## src/rtl/ram_seq_ctrl.sv

```systemverilog
// -----------------------------------------------------------------------------
// ram_seq_ctrl
//
// Sequencer for the single-port block RAM of the key/RAM/display demo.
// Debounced key pulses (from key_filter) are turned into RAM access sweeps:
//   key1 : write sweep, every address 0..DEPTH-1 is written with data = address
//   key2 : read sweep, addresses are stepped in order and each one is held for
//          DWELL_CNT clocks so the 7-seg display is readable. A second key2
//          pauses the sweep and a third resumes it exactly where it stopped.
// key1 has priority over key2 when both arrive in the same clock.
//
// Optional feature (compile-time macro):
//   RAM_SEQ_AUTO_READ_EN  defined   : a finished write sweep rolls straight
//                                     into a read sweep from address 0.
//                         undefined : a finished write sweep returns to IDLE.
//
// Parameters:
//   ADDR_W     RAM address width
//   DATA_W     RAM data width
//   DEPTH      number of addresses swept (0..DEPTH-1), DEPTH <= 2**ADDR_W
//   DWELL_CNT  clocks each read address is held
//   CNT_W      dwell counter width, 2**CNT_W > DWELL_CNT
//
// Ports:
//   sys_clk    in   system clock
//   sys_rst_n  in   asynchronous active-low reset
//   key1_flag  in   1-clk pulse: start write sweep
//   key2_flag  in   1-clk pulse: start / pause / resume read sweep
//   wr_en      out  RAM write enable
//   rd_en      out  RAM read enable
//   addr       out  RAM address
//   data       out  RAM write data (0 outside a write sweep)
//   busy       out  high while writing, reading or paused
//   wr_done    out  1-clk pulse on the clock after the last write
//
// Every output is a flop; the combinational block computes the next value of
// each output alongside the next state so they all change on the same edge.
// -----------------------------------------------------------------------------
module ram_seq_ctrl #(
  parameter int ADDR_W    = 8,
  parameter int DATA_W    = 8,
  parameter int DEPTH     = 256,
  parameter int DWELL_CNT = 10_000_000,
  parameter int CNT_W     = 24
) (
  input  logic              sys_clk,
  input  logic              sys_rst_n,
  input  logic              key1_flag,
  input  logic              key2_flag,
  output logic              wr_en,
  output logic              rd_en,
  output logic [ADDR_W-1:0] addr,
  output logic [DATA_W-1:0] data,
  output logic              busy,
  output logic              wr_done
);

  typedef enum logic [1:0] {
    S_IDLE  = 2'd0,
    S_WRITE = 2'd1,
    S_READ  = 2'd2,
    S_PAUSE = 2'd3
  } state_t;

  localparam logic [ADDR_W-1:0] LAST_ADDR = ADDR_W'(DEPTH - 1);
  localparam logic [CNT_W-1:0]  LAST_CNT  = CNT_W'(DWELL_CNT - 1);

  // Where a completed write sweep lands.
`ifdef RAM_SEQ_AUTO_READ_EN
  localparam state_t POST_WRITE = S_READ;
`else
  localparam state_t POST_WRITE = S_IDLE;
`endif

  state_t            state,   state_nxt;
  logic [CNT_W-1:0]  cnt,     cnt_nxt;
  logic [ADDR_W-1:0] addr_nxt;
  logic [ADDR_W-1:0] addr_inc;
  logic [DATA_W-1:0] data_nxt;
  logic              wr_en_nxt;
  logic              rd_en_nxt;
  logic              busy_nxt;
  logic              wr_done_nxt;

  // ---------------------------------------------------------------------------
  // State and output registers
  // ---------------------------------------------------------------------------
  // NOTE: clocked state uses non-blocking (<=) so every flop samples the
  // pre-edge values; blocking here would create order-dependent simulation.
  always_ff @(posedge sys_clk or negedge sys_rst_n) begin
    if (!sys_rst_n) begin
      state   <= S_IDLE;
      cnt     <= '0;
      addr    <= '0;
      data    <= '0;
      wr_en   <= 1'b0;
      rd_en   <= 1'b0;
      busy    <= 1'b0;
      wr_done <= 1'b0;
    end else begin
      state   <= state_nxt;
      cnt     <= cnt_nxt;
      addr    <= addr_nxt;
      data    <= data_nxt;
      wr_en   <= wr_en_nxt;
      rd_en   <= rd_en_nxt;
      busy    <= busy_nxt;
      wr_done <= wr_done_nxt;
    end
  end

  // ---------------------------------------------------------------------------
  // Next state and next output values
  // ---------------------------------------------------------------------------
  always_comb begin
    // NOTE: every signal driven here gets a default first, so no path through
    // the case statement can leave one unassigned and infer a latch.
    state_nxt   = state;
    cnt_nxt     = cnt;
    addr_nxt    = addr;
    addr_inc    = addr + 1'b1;
    data_nxt    = '0;
    wr_en_nxt   = 1'b0;
    rd_en_nxt   = 1'b0;
    wr_done_nxt = 1'b0;

    unique case (state)
      S_IDLE: begin
        if (key1_flag) begin
          state_nxt = S_WRITE;
          addr_nxt  = '0;
          cnt_nxt   = '0;
          wr_en_nxt = 1'b1;
        end else if (key2_flag) begin
          state_nxt = S_READ;
          addr_nxt  = '0;
          cnt_nxt   = '0;
          rd_en_nxt = 1'b1;
        end
      end

      // Keys are deliberately not looked at: a write sweep always completes.
      S_WRITE: begin
        if (addr == LAST_ADDR) begin
          state_nxt   = POST_WRITE;
          addr_nxt    = '0;
          cnt_nxt     = '0;
          wr_done_nxt = 1'b1;
          rd_en_nxt   = (POST_WRITE == S_READ);
        end else begin
          addr_nxt  = addr_inc;
          data_nxt  = DATA_W'(addr_inc);
          wr_en_nxt = 1'b1;
        end
      end

      S_READ: begin
        if (key1_flag) begin
          state_nxt = S_WRITE;
          addr_nxt  = '0;
          cnt_nxt   = '0;
          wr_en_nxt = 1'b1;
        end else if (key2_flag) begin
          // Freeze addr and cnt untouched so the resume continues mid-dwell.
          state_nxt = S_PAUSE;
        end else begin
          rd_en_nxt = 1'b1;
          if (cnt == LAST_CNT) begin
            cnt_nxt  = '0;
            addr_nxt = (addr == LAST_ADDR) ? '0 : addr_inc;
          end else begin
            cnt_nxt = cnt + 1'b1;
          end
        end
      end

      S_PAUSE: begin
        if (key1_flag) begin
          state_nxt = S_WRITE;
          addr_nxt  = '0;
          cnt_nxt   = '0;
          wr_en_nxt = 1'b1;
        end else if (key2_flag) begin
          state_nxt = S_READ;
          rd_en_nxt = 1'b1;
        end
      end

      default: begin
        state_nxt = S_IDLE;
        addr_nxt  = '0;
        cnt_nxt   = '0;
      end
    endcase

    busy_nxt = (state_nxt != S_IDLE);
  end

endmodule

```

## config.mk

```make
export PLATFORM = sky130hd
export DESIGN_NAME = ram_seq_ctrl
export DESIGN_NICKNAME = d
export VERILOG_FILES = /design/src/rtl/ram_seq_ctrl.sv
export SDC_FILE = /design/constraint.sdc
export NUM_CORES = 1
export LEC_CHECK = 0
export CELL_PAD_IN_SITES_DETAIL_PLACEMENT = 1
export CELL_PAD_IN_SITES_GLOBAL_PLACEMENT = 1
export CORE_ASPECT_RATIO = 0.7
export CORE_MARGIN = 1
export CORE_UTILIZATION = 44
export DETAILED_ROUTE_END_ITERATION = 6
export GPL_TIMING_DRIVEN = 0
export PLACE_DENSITY_LB_ADDON = 0.1
export RECOVER_POWER = 25
export SLEW_MARGIN = 30
export SYNTH_ARGS = -nofsm -noshare
export SYNTH_HDL_FRONTEND = slang
export SYNTH_SLANG_ARGS = --single-unit
```

## constraint.sdc

```tcl
create_clock -name sys_clk -period 2.3 [get_ports sys_clk]
set_input_delay 0.575 -clock sys_clk [delete_from_list [all_inputs] [get_ports sys_clk]]
set_output_delay 0.575 -clock sys_clk [all_outputs]
set_load 0.02 [all_outputs]
```

## Word-level counts from Yosys, hierarchy flattened

Index checks and enable logic that the tools add are counted.

| word-level totals | value |
|---|---|
| register bits after elaboration | 46 |

| cells by class | value |
|---|---|
| add/sub/neg operators | 2 |
| equality and inequality tests | 10 |
| mux-type cells | 33 |
| reduce and logical (&&, ||, !) cells | 6 |

Operators by type and width:

| kind | number |
|---|---|
| $mux W24 | 7 |
| $pmux W24 S4 | 1 |
| $mux W8 | 8 |
| $pmux W8 S4 | 1 |
| $add A24 B1 Y24 const B | 1 |
| $eq A24 B24 Y1 const B | 1 |
| $mux W2 | 5 |
| $ne A3 B3 Y1 const B | 3 |
| $add A8 B1 Y8 const B | 1 |
| $eq A8 B8 Y1 const B | 1 |
| $mux W1 | 8 |
| $reduce_and A4 Y1 | 2 |
| $pmux W2 S3 | 1 |
| $eq A2 B2 Y1 const B | 2 |
| $ne A2 B2 Y1 const B | 2 |
| $pmux W1 S3 | 1 |
| $reduce_or A3 Y1 | 1 |
| $eq A2 B1 Y1 const B | 1 |
| $logic_not A2 Y1 | 1 |
| $pmux W1 S2 | 1 |
| $reduce_bool A2 Y1 | 1 |
| $reduce_or A2 Y1 | 1 |

## Logic depth before layout (Yosys ltp)

Gate-level depths: netlist of the first run.

| logic depth | value |
|---|---|
| depth in word-level cells | 6 |
| depth in mapped cells | 8 |
| mapped depth without buffers | 7 |

## Worst setup path after synthesis of the first run

No wires, ideal clock.

| timing path | value |
|---|---|
| path type | reg2reg |
| start point | register addr[0] |
| end point | register cnt[14] |
| arrival time | 1.960 ns |
| slack | 0.214 ns |
| stages on the path, launching flop included | 7 |
| period minus slack after synthesis | 2.086 ns |
| cell sequence | dfrtp_1 > ha_1 > nand3_1 > o21ai_2 > o21ai_1 > clkbuf_1 > a221o_1 |

| between the ends | value |
|---|---|
| longest elaborated chain between the ends | 3 |

Ends and longest elaborated chain:

| what | line | RTL |
|---|---|---|
| start, declared | 52 | `output logic [ADDR_W-1:0] addr,` |
| start signal, assigned | 103 | `addr <= addr_nxt;` |
| $eq A8 B8 Y1 | 144 | `if (addr == LAST_ADDR) begin` |
| $ne A2 B2 Y1 (no source line) | n/a |  |
| $reduce_and A4 Y1 (no source line) | n/a |  |
| end signal, assigned | 102 | `cnt <= cnt_nxt;` |
| end, declared | 76 | `logic [CNT_W-1:0] cnt, cnt_nxt;` |

No other way between the ends.
A chain may end at the register's enable or synchronous reset.

## Worst setup path after layout of the first run

| timing path | value |
|---|---|
| start point | register cnt[14] |
| end point | register addr[5] |

| between the ends | value |
|---|---|
| longest elaborated chain between the ends | 3 |

Ends and longest elaborated chain:

| what | line | RTL |
|---|---|---|
| $eq A24 B24 Y1 | 168 | `if (cnt == LAST_CNT) begin` |
| $ne A3 B3 Y1 (no source line) | n/a |  |
| $reduce_and A4 Y1 (no source line) | n/a |  |

No other way between the ends.

==> impl_metrics.ini, run 1 <==
[die]
die_y_um = 66.32
core-area_sq_um = 5698
num_rows = 23
start_util_pct = 45.63
fp.dieArea_sq_um = 6225
die_x_um = 93.88
io_pins = 24

[cells_and_area]
n_antenna_cell = 0
final_cell_mix = dfrtp_1, nor2_1, nand3_1, clkdlybuf4s50_1, o21ai_0
multi_input_area_sq_um = 1416
fin_nets = 322
area_growth_pct = 21.32
n_fill_cell = 681
fin_util_pct = 55.36
drive_gt1_share_pct = 14.38
ff_latch_area_sq_um = 1152
final_common_cell = dfrtp_1

[sta]
slew_headroom_pct = 18.82
period_needed_ns = 2.214
hold_slack_ns = 0.4905
final_hold_viol_count = 0
setup_tns_ns = 0
slew_viol_final = 0
worstMarginPinSlew_ns = 1.218
finalClockSkew_ns = 0.006727
setup_viol_count_final = 0
timing.final.crit_share_pct = 96.25
fmax_mhz = 451.7

[synth]
synth_warnings = 0
synthArstFlopShare_pct = 100.0
syn_area_sq_um = 2600
syn_nets = 290
ys.flop_type = dfrtp_1
synthCells = 280
synth_edf_count = 0
ys_types = 55
synth-seq-area-share_pct = 44.27
syn_area_per_cell_sq_um = 9.286
yosys_register_bits = 46

[cts]
cts_root_buffer = clkbuf_8
clk_pin_slew_ns = 0.09
cts_buffers = 5
insertion_delay_ns = 0.31
postCtsHoldBufs = 0
cts_sinks = 46
cts_tree = built
cts_buffer_depth = 2
htree_num_levels = 2

[global_route]
grt_overflow = 0
grt_antenna_before_repair = 0
grt_pass1_wl_mm = 12.23
grt_pass1_vias = 2268
grt_max_degree = 47
grt_use_total_pct = 26.12

[worst_setup_path]
worstPathRequired_ns = 2.49
crit_arrival_ns = 2.41
cp-start-kind = flop
r2r_slack_ns = 0.09
cp_max_fo = 10
crit_type = reg2reg
end_kind = flop

[routing]
dr_wl_met3_um = 278
wl_met2_mm = 3.162
drc_errors = 0
via_count = 2399
drtIter0Drc = 179
dr.pass1.iters = 4
totalWireLength_mm = 7.484
wl_per_cell_um = 19.29
antenna_left = 0
drt-met1-wl_mm = 3.966
routed_via_density = 6.183
maxUsedRoutingLayer = met4

[pwr]
leakage_nw = 1.309
powerDensity_nw_per_um2 = 878.4
ir_worst_vdd_mv = 0.5668

[job]
drv_cap = 0

[placement]
dpl.hpwl_mm = 5.103
io_buffers = 23
gp_congestion = 0.7909

[run_status]
outcome = finished clean

[min_path]
min_path_type = reg2reg
## power breakdown
part / internal, mW / switching (mW)
Combinational: 0.382 / 0.715
Clock: 0.436 / 0.298
Sequential: 0.873 / 0.0670
## layer usage
layer | vias up | GRT usage, %
li1 | 1117 | -
met1 | 1216 | 40.43
met2 | 57 | 37.04
met3 | 9 | 4.713
met4 | 0 | 5.962
met5 | - | 0
## per-stage QoR
step           setup slack, ns  power (mW)  instance area (sq um)  cells
2_1_floorplan           0.2142       1.587                   2600    280
3_3_place_gp           -0.7329       1.935                   2924    378
3_5_place_dp           -0.7514       1.965                   2922    378
4_1_cts              -0.003080       2.778                   3122    388
5_1_grt               -0.01606       2.933                   3154    388
6_report               0.08626       2.771                   3154    388
## Yosys cell counts, drive strengths merged (2+ instances only)
library cell | n | area [sq um]
nand2 | 15 | 56.30
and3 | 11 | 68.82
buf | 10 | 53.80
a221o | 2 | 20.02
nand2b | 3 | 18.77
a22oi | 3 | 22.52
nor4 | 2 | 27.53
clkbuf | 4 | 16.26
a211oi | 2 | 15.01
and4 | 3 | 26.28
o31ai | 9 | 67.56
o41ai | 4 | 35.03
dfrtp | 46 | 1151
a31oi | 5 | 31.28
nor2 | 24 | 90.09
mux2i | 8 | 80.08
a22o | 2 | 17.52
a21o | 3 | 22.52
ha | 6 | 75.07
a21boi | 2 | 15.01
nand4 | 12 | 75.07
nor2b | 3 | 18.77
nor3 | 7 | 35.03
xnor2 | 2 | 17.52
and2 | 4 | 25.02
nor3b | 2 | 15.01
inv | 8 | 30.03
or2 | 2 | 15.02
nand3 | 26 | 147.7
or3 | 2 | 12.51
o21ai | 20 | 103.9
a21oi | 15 | 78.83
## sequential cells by signal, indices dropped and copies added, names as in the netlist
| name | count |
|---|---|
| addr | 8 |
| wr_done | 1 |
| data | 8 |
| wr_en | 1 |
| cnt | 24 |
| state | 2 |
| rd_en | 1 |
| busy | 1 |
## worst max-delay path, stage by stage (launching register included)
cell	delay (ns)
dfrtp_1	0.46
nor4bb_2	0.43
and3_1	0.31
a21oi_4	0.12
clkbuf_4	0.22
buf_4	0.20
o31ai_1	0.24
o31ai_1	0.10
## path summary, 6_finish.rpt
path	from	endpoint	depth (start not counted)
max	cnt[14]	addr[5]	7
min	cnt[23]	cnt[23]	1
max reg2reg	cnt[14]	addr[5]	7
min reg2reg	cnt[23]	cnt[23]	1
max in group asynchronous	sys_rst_n	cnt[0]	1
min in group asynchronous	sys_rst_n	cnt[19]	1
## repair_timing
action / 4_1_cts / 5_1_grt
pin swaps: 1 / 1
endpoints found under the setup margin: 30 / 26
resized for setup: 14 / 9
buffers inserted: 2 / 1
## final cells by class
cell class                 count  area share, %
buffer                        13          2.380
inverter                       8         0.9520
timing repair buffer          26          7.894
clock buffer                   5          2.182
sequential                    46          36.53
tap                           75          2.975
clock inverter                 3          2.182
multi-input combinational    212          44.90
## cells by family after synthesis
| family | after synthesis | share of synthesized area (%) |
|---|---|---|
| adders and majority gates | 6 | 2.887 |
| buffers and inverters | 22 | 3.850 |
| and+or+nand+nor | 118 | 25.12 |
| AOI/OAI and AO/OA | 77 | 19.78 |
| DFF | 46 | 44.27 |
| muxes | 8 | 3.080 |
| xor gates and xnor gates | 3 | 1.011 |
Power figures use the tool's default switching activity.
==> run 2: changes to the inputs <==
CORE_ASPECT_RATIO = 0.9   (was 0.7)
==> run 2 against run 1 <==
Against the previous run:
- utilization up 0.31 points
- largest cell class unchanged
- non-clock buffer count unchanged
- clock skew up 0.0041 ns
- global-route usage down 1.0 points
- cell count down 1.3%
- maximum frequency up 0.31%
- critical path type unchanged
- critical path depth down 1
- die area about the same
- sequential share of layout area down 0.17 points
==> impl_metrics.ini, run 2 (synthesis results as in run 1) <==
[run_status]
outcome = finished clean

[min_path]
hold_path_depth = 1
min_path_type = reg2reg

[global_route]
gr-max-usage-layer = met2
grt_max_degree = 47
grt_overflow = 0
use_met3_pct = 3.399
use_met2_pct = 40.07
grt_pass1_vias = 2323
grt_use_total_pct = 25.12
grt_pass1_wl_mm = 12.25
grt_antenna_before_repair = 0
met1_usage_pct = 36.88

[worst_setup_path]
r2r_cells = 6
r2r_slack_ns = 0.09
worstPathRequired_ns = 2.50
end_kind = flop
crit_type = reg2reg
cp-start-kind = flop
cp_max_fo = 10
crit_arrival_ns = 2.41

[placement]
io_buffers = 23
place_inst = 373
dpl.hpwl_mm = 4.989
gp_congestion = 0.8305

[cts]
htree_num_levels = 2
clk_pin_slew_ns = 0.10
cts_sinks = 46
cts_buffer_depth = 2
cts_tree = built
insertion_delay_ns = 0.30
cts_buffers = 5
postCtsHoldBufs = 0
cts_root_buffer = clkbuf_8

[routing]
drc_errors = 0
drtIter0Drc = 245
dr.pass1.iters = 4
totalWireLength_mm = 7.468
wl_per_cell_um = 19.50
antenna_left = 0
routed_via_density = 6.164
via_count = 2361

[sta]
period_needed_ns = 2.207
worstMarginPinSlew_ns = 1.170
final_hold_viol_count = 0
hold_slack_ns = 0.4791
timing.final.crit_share_pct = 95.96
fmax_mhz = 453.1
slew_viol_final = 0
setup_viol_count_final = 0
rsz0062_at_grt = no
setup_tns_ns = 0
slew_headroom_pct = 21.98
finalClockSkew_ns = 0.01082

[die]
io_pins = 24
start_util_pct = 45.67
die_y_um = 74.93
die_x_um = 83.03
core-area_sq_um = 5693
fp.dieArea_sq_um = 6221
num_rows = 26

[cells_and_area]
final_cell_mix = dfrtp_1, nor2_1, nand3_1, clkdlybuf4s50_1, o21ai_0
drive_gt1_share_pct = 14.70
fin_nets = 322
top_regs = cnt x24, addr x8, data x8
layoutNonFillerInstCount = 383
final_common_cell = dfrtp_1
area_growth_pct = 21.90
n_antenna_cell = 0
largest_register_ffs = 24
fin_util_pct = 55.67
regMostFlops = cnt

[pwr]
finalPower_mw = 2.800
leakage_nw = 1.316
ir_worst_vdd_mv = 0.5348
powerDensity_nw_per_um2 = 883.5

[job]
drv_cap = 0
run 2: what timing repair did:
action / in CTS / in global routing
setup endpoints to repair: 29 / 32
setup buffers: 3 / 0
gates resized for setup: 8 / 20
pin swaps: 1 / 1
run 2: layout make-up:
class	instances	area, sq um
fill	631	2524
multi-input combinational	212	1424
sequential	46	1152
timing repair buffer	26	252.7
tap	70	87.58
clock buffer	6	82.58
buffer	13	80.08
clock inverter	2	60.06
inverter	8	30.03
run 2: per-stage QoR:
step	instance area (sq um)	setup WS (ns)
final	3169	0.09302
after global routing	3169	0.004344
after CTS	3109	-0.04140
after detailed placement	2915	-0.6793
after global placement	2918	-0.7038
after floorplan	2600	0.2142
run 2: critical path: stages, from the launching register on:
cell and delay (ns):
dfrtp_1 0.39, buf_6 0.14, or2_4 0.26, nor4_4 0.37, a21oi_4 0.16, or4_4 0.56
o31ai_1 0.23
run 2: per-layer routing:
layer,share of wire [%],up-vias
met4,1.3,0
met5,0,-
met2,46,48
met1,50,1188
li1,-,1114
met3,3.1,11
run 2: worst paths after layout:
check / from / end
max: cnt[17] / addr[3]
min: cnt[23] / cnt[23]
max reg2reg: cnt[17] / addr[3]
min reg2reg: cnt[23] / cnt[23]
max in group asynchronous: sys_rst_n / cnt[0]
min in group asynchronous: sys_rst_n / cnt[14]
run 2: report_power, final:
group / internal [mW] / leakage, nW / switching, mW
Combinational: 0.396 / 0.613 / 0.709
Sequential: 0.873 / 0.631 / 0.0669
Clock: 0.464 / 0.0714 / 0.292
Total: 1.73 / 1.32 / 1.07
==> run 3: changes to the inputs <==
ABC_AREA = 1   (was not set)
CORE_UTILIZATION = 42   (was 44)
==> run 3 against run 2 <==
Against the previous run:
- via count rose by 3.5%
- worst setup slack improved by 0.11 ns
- highest routed layer unchanged
- cell count rose by 18%
- combinational power rose by 9%
- maximum frequency rose by 5.4%
==> impl_metrics.ini, run 3 <==
[synth]
synth.area.mux_share_pct = 0
synth-seq-area-share_pct = 44.23
synthCells = 352
yosysTopAreaCell = dfrtp_1
synthArstFlopShare_pct = 100.0
ys_types = 27
synthAdderAreaFrac_pct = 2.885
ys_top_cells_by_count = nand2_1, nor2_1, dfrtp_1
synth_top_area_share_pct = 44.23
syn_nets = 362
synth_compound_area_share_pct = 9.471
synth_top_family_by_area = simple AND/OR/NAND/NOR gates
ys.flop_type = dfrtp_1
synthTopCellsByArea = dfrtp_1, nand2_1, nor2_1, inv_1, nand3_1
yosys_register_bits = 46
synth_warnings = 0
synth_edf_count = 0
yosysMostFrequentCell = nand2_1
synth_xor_area_share_pct = 0.3365
syn_area_sq_um = 2602
syn_area_per_cell_sq_um = 7.393
synthSimpleGateAreaFrac_pct = 35.24

[sta]
finalClockSkew_ns = 0.007638
slew_viol_final = 0
timing.final.crit_share_pct = 91.03
slew_headroom_pct = 18.93
worstMarginPinSlew_ns = 1.216
final_hold_viol_count = 0
rsz0062_at_grt = no
period_needed_ns = 2.094
setup_tns_ns = 0
fmax_mhz = 477.6
setup_viol_count_final = 0

[cts]
postCtsHoldBufs = 0
cts_setup_buffers = 0
cts_buffer_depth = 2
cts_sinks = 46
cts_tree = built
clk_pin_slew_ns = 0.09
htree_num_levels = 2
insertion_delay_ns = 0.31
cts_root_buffer = clkbuf_8
post_cts_resized = 0
cts_buffers = 5

[routing]
via_count = 2444
routed_via_density = 5.395
dr.pass1.iters = 6
totalWireLength_mm = 7.034
drc_errors = 0
drtIter0Drc = 75
antenna_left = 0
wl_per_cell_um = 15.53

[worst_setup_path]
r2r_start = state[0]
r2r_slack_ns = 0.29
crit_type = in2reg
cp_max_fo = 10
r2r_cells = 7
end_kind = flop
cp-start-kind = input pin
crit_arrival_ns = 2.28
worstPathRequired_ns = 2.49
rr_endpoint = busy

[cells_and_area]
drive_gt1_share_pct = 7.572
area_growth_pct = 15.53
final_common_cell = nand2_1
largest_register_ffs = 24
multi_input_area_sq_um = 1247
ff_latch_area_sq_um = 1151
top_regs = cnt x24, addr x8, data x8
regMostFlops = cnt
layoutNonFillerInstCount = 453
final_cell_mix = nand2_1, nor2_1, dfrtp_1, inv_1, nand3_1
n_fill_cell = 762
fin_nets = 392
n_antenna_cell = 0

[global_route]
grt_pass1_wl_mm = 12.19
grt_pass1_vias = 2521
grt_antenna_before_repair = 0
grt_max_degree = 47
grt_overflow = 0
grt_use_total_pct = 23.70

[pwr]
powerDensity_nw_per_um2 = 884.2
ir_worst_vdd_mv = 0.5356
leakage_nw = 1.345

[placement]
place_inst = 445
io_buffers = 23
gp_congestion = 0.8183
dpl.hpwl_mm = 5.130

[die]
die_x_um = 84.98
num_rows = 26
start_util_pct = 44.69
fp.dieArea_sq_um = 6516
core-area_sq_um = 5823
die_y_um = 76.68
io_pins = 24

[min_path]
min_path_type = in2async

[job]
drv_cap = 0

[run_status]
outcome = finished clean
## run 3: cell count changes in the layout (fill, tap and decap cells not counted), moves of 5 or more
cell | before | now
buf_4 | 5 | 0
mux2i_1 | 7 | 0
a31oi_1 | 5 | 0
and3_1 | 11 | 0
inv_1 | 8 | 37
nand2_1 | 14 | 96
o31ai_1 | 9 | 0
nor2_1 | 23 | 65
## run 3: cell type report
class	instances	share of cell area, %
Timing Repair Buffer	23	7.491
Inverter	37	4.619
Sequential cell	46	38.29
Clock inverter	1	0.1665
Tap cell	70	2.913
Clock buffer	7	2.871
Buffer	7	2.164
Multi-Input combinational cell	262	41.49
## run 3: how the worst max path moves through the flow
stage | start | endpoint | slack, ns
2_1_floorplan | addr[0] | cnt[3] | 0.54
3_3_place_gp | sys_rst_n | cnt[15] | -0.72
3_5_place_dp | key1_flag | cnt[21] | -0.12
4_1_cts | key1_flag | cnt[9] | 0.19
5_1_grt | key1_flag | cnt[9] | 0.04
6_report | key1_flag | cnt[12] | 0.21
## run 3: worst max-delay path, stage by stage
cell             delay, ns
clkdlybuf4s50_1       0.52
inv_1                 0.12
nand2_1               0.09
nand3_1               0.14
a21oi_4               0.34
nand2_2               0.18
inv_1                 0.23
nor2_1                0.08
## run 3: metrics by stage
step | worst slack (ns) | util, % | instance area (sq um) | power [mW] | hold slack, ns
floorplan | 0.5380 | - | 2603 | 1.718 | 0.2794
global placement | -0.7243 | 50.15 | 2920 | 2.102 | 0.4947
detailed placement | -0.1228 | 50.11 | 2918 | 2.144 | 0.5172
CTS | 0.1930 | 51.68 | 3009 | 2.673 | 0.3003
global route | 0.03531 | 51.63 | 3007 | 2.823 | 0.5523
finish | 0.2063 | 51.63 | 3007 | 2.658 | 0.5135
## run 3: logic make-up (layout without fill, tap and decap cells)
logic type,count (synthesis),count (layout)
and+or+nand+nor,213,213
DFF,46,46
buffers and inverters,44,75
AOI/OAI and AO/OA,42,42
adders and majority gates,6,6
xor gates and xnor gates,1,1
## run 3: report_power, final
group	leakage [nW]	total, mW	internal, mW	switching [mW]
Sequential	0.633	0.926	0.879	0.0470
Combinational	0.663	1.20	0.375	0.821
Clock	0.0482	0.536	0.243	0.293
Total	1.34	2.66	1.50	1.16
## run 3: metal layers
layer	vias up	global-route usage [%]	routed length (um)
li1	1184	-	-
met1	1206	34.07	3517
met2	42	37.42	3221
met3	12	3.229	205
met4	0	6.441	90
met5	-	0	0
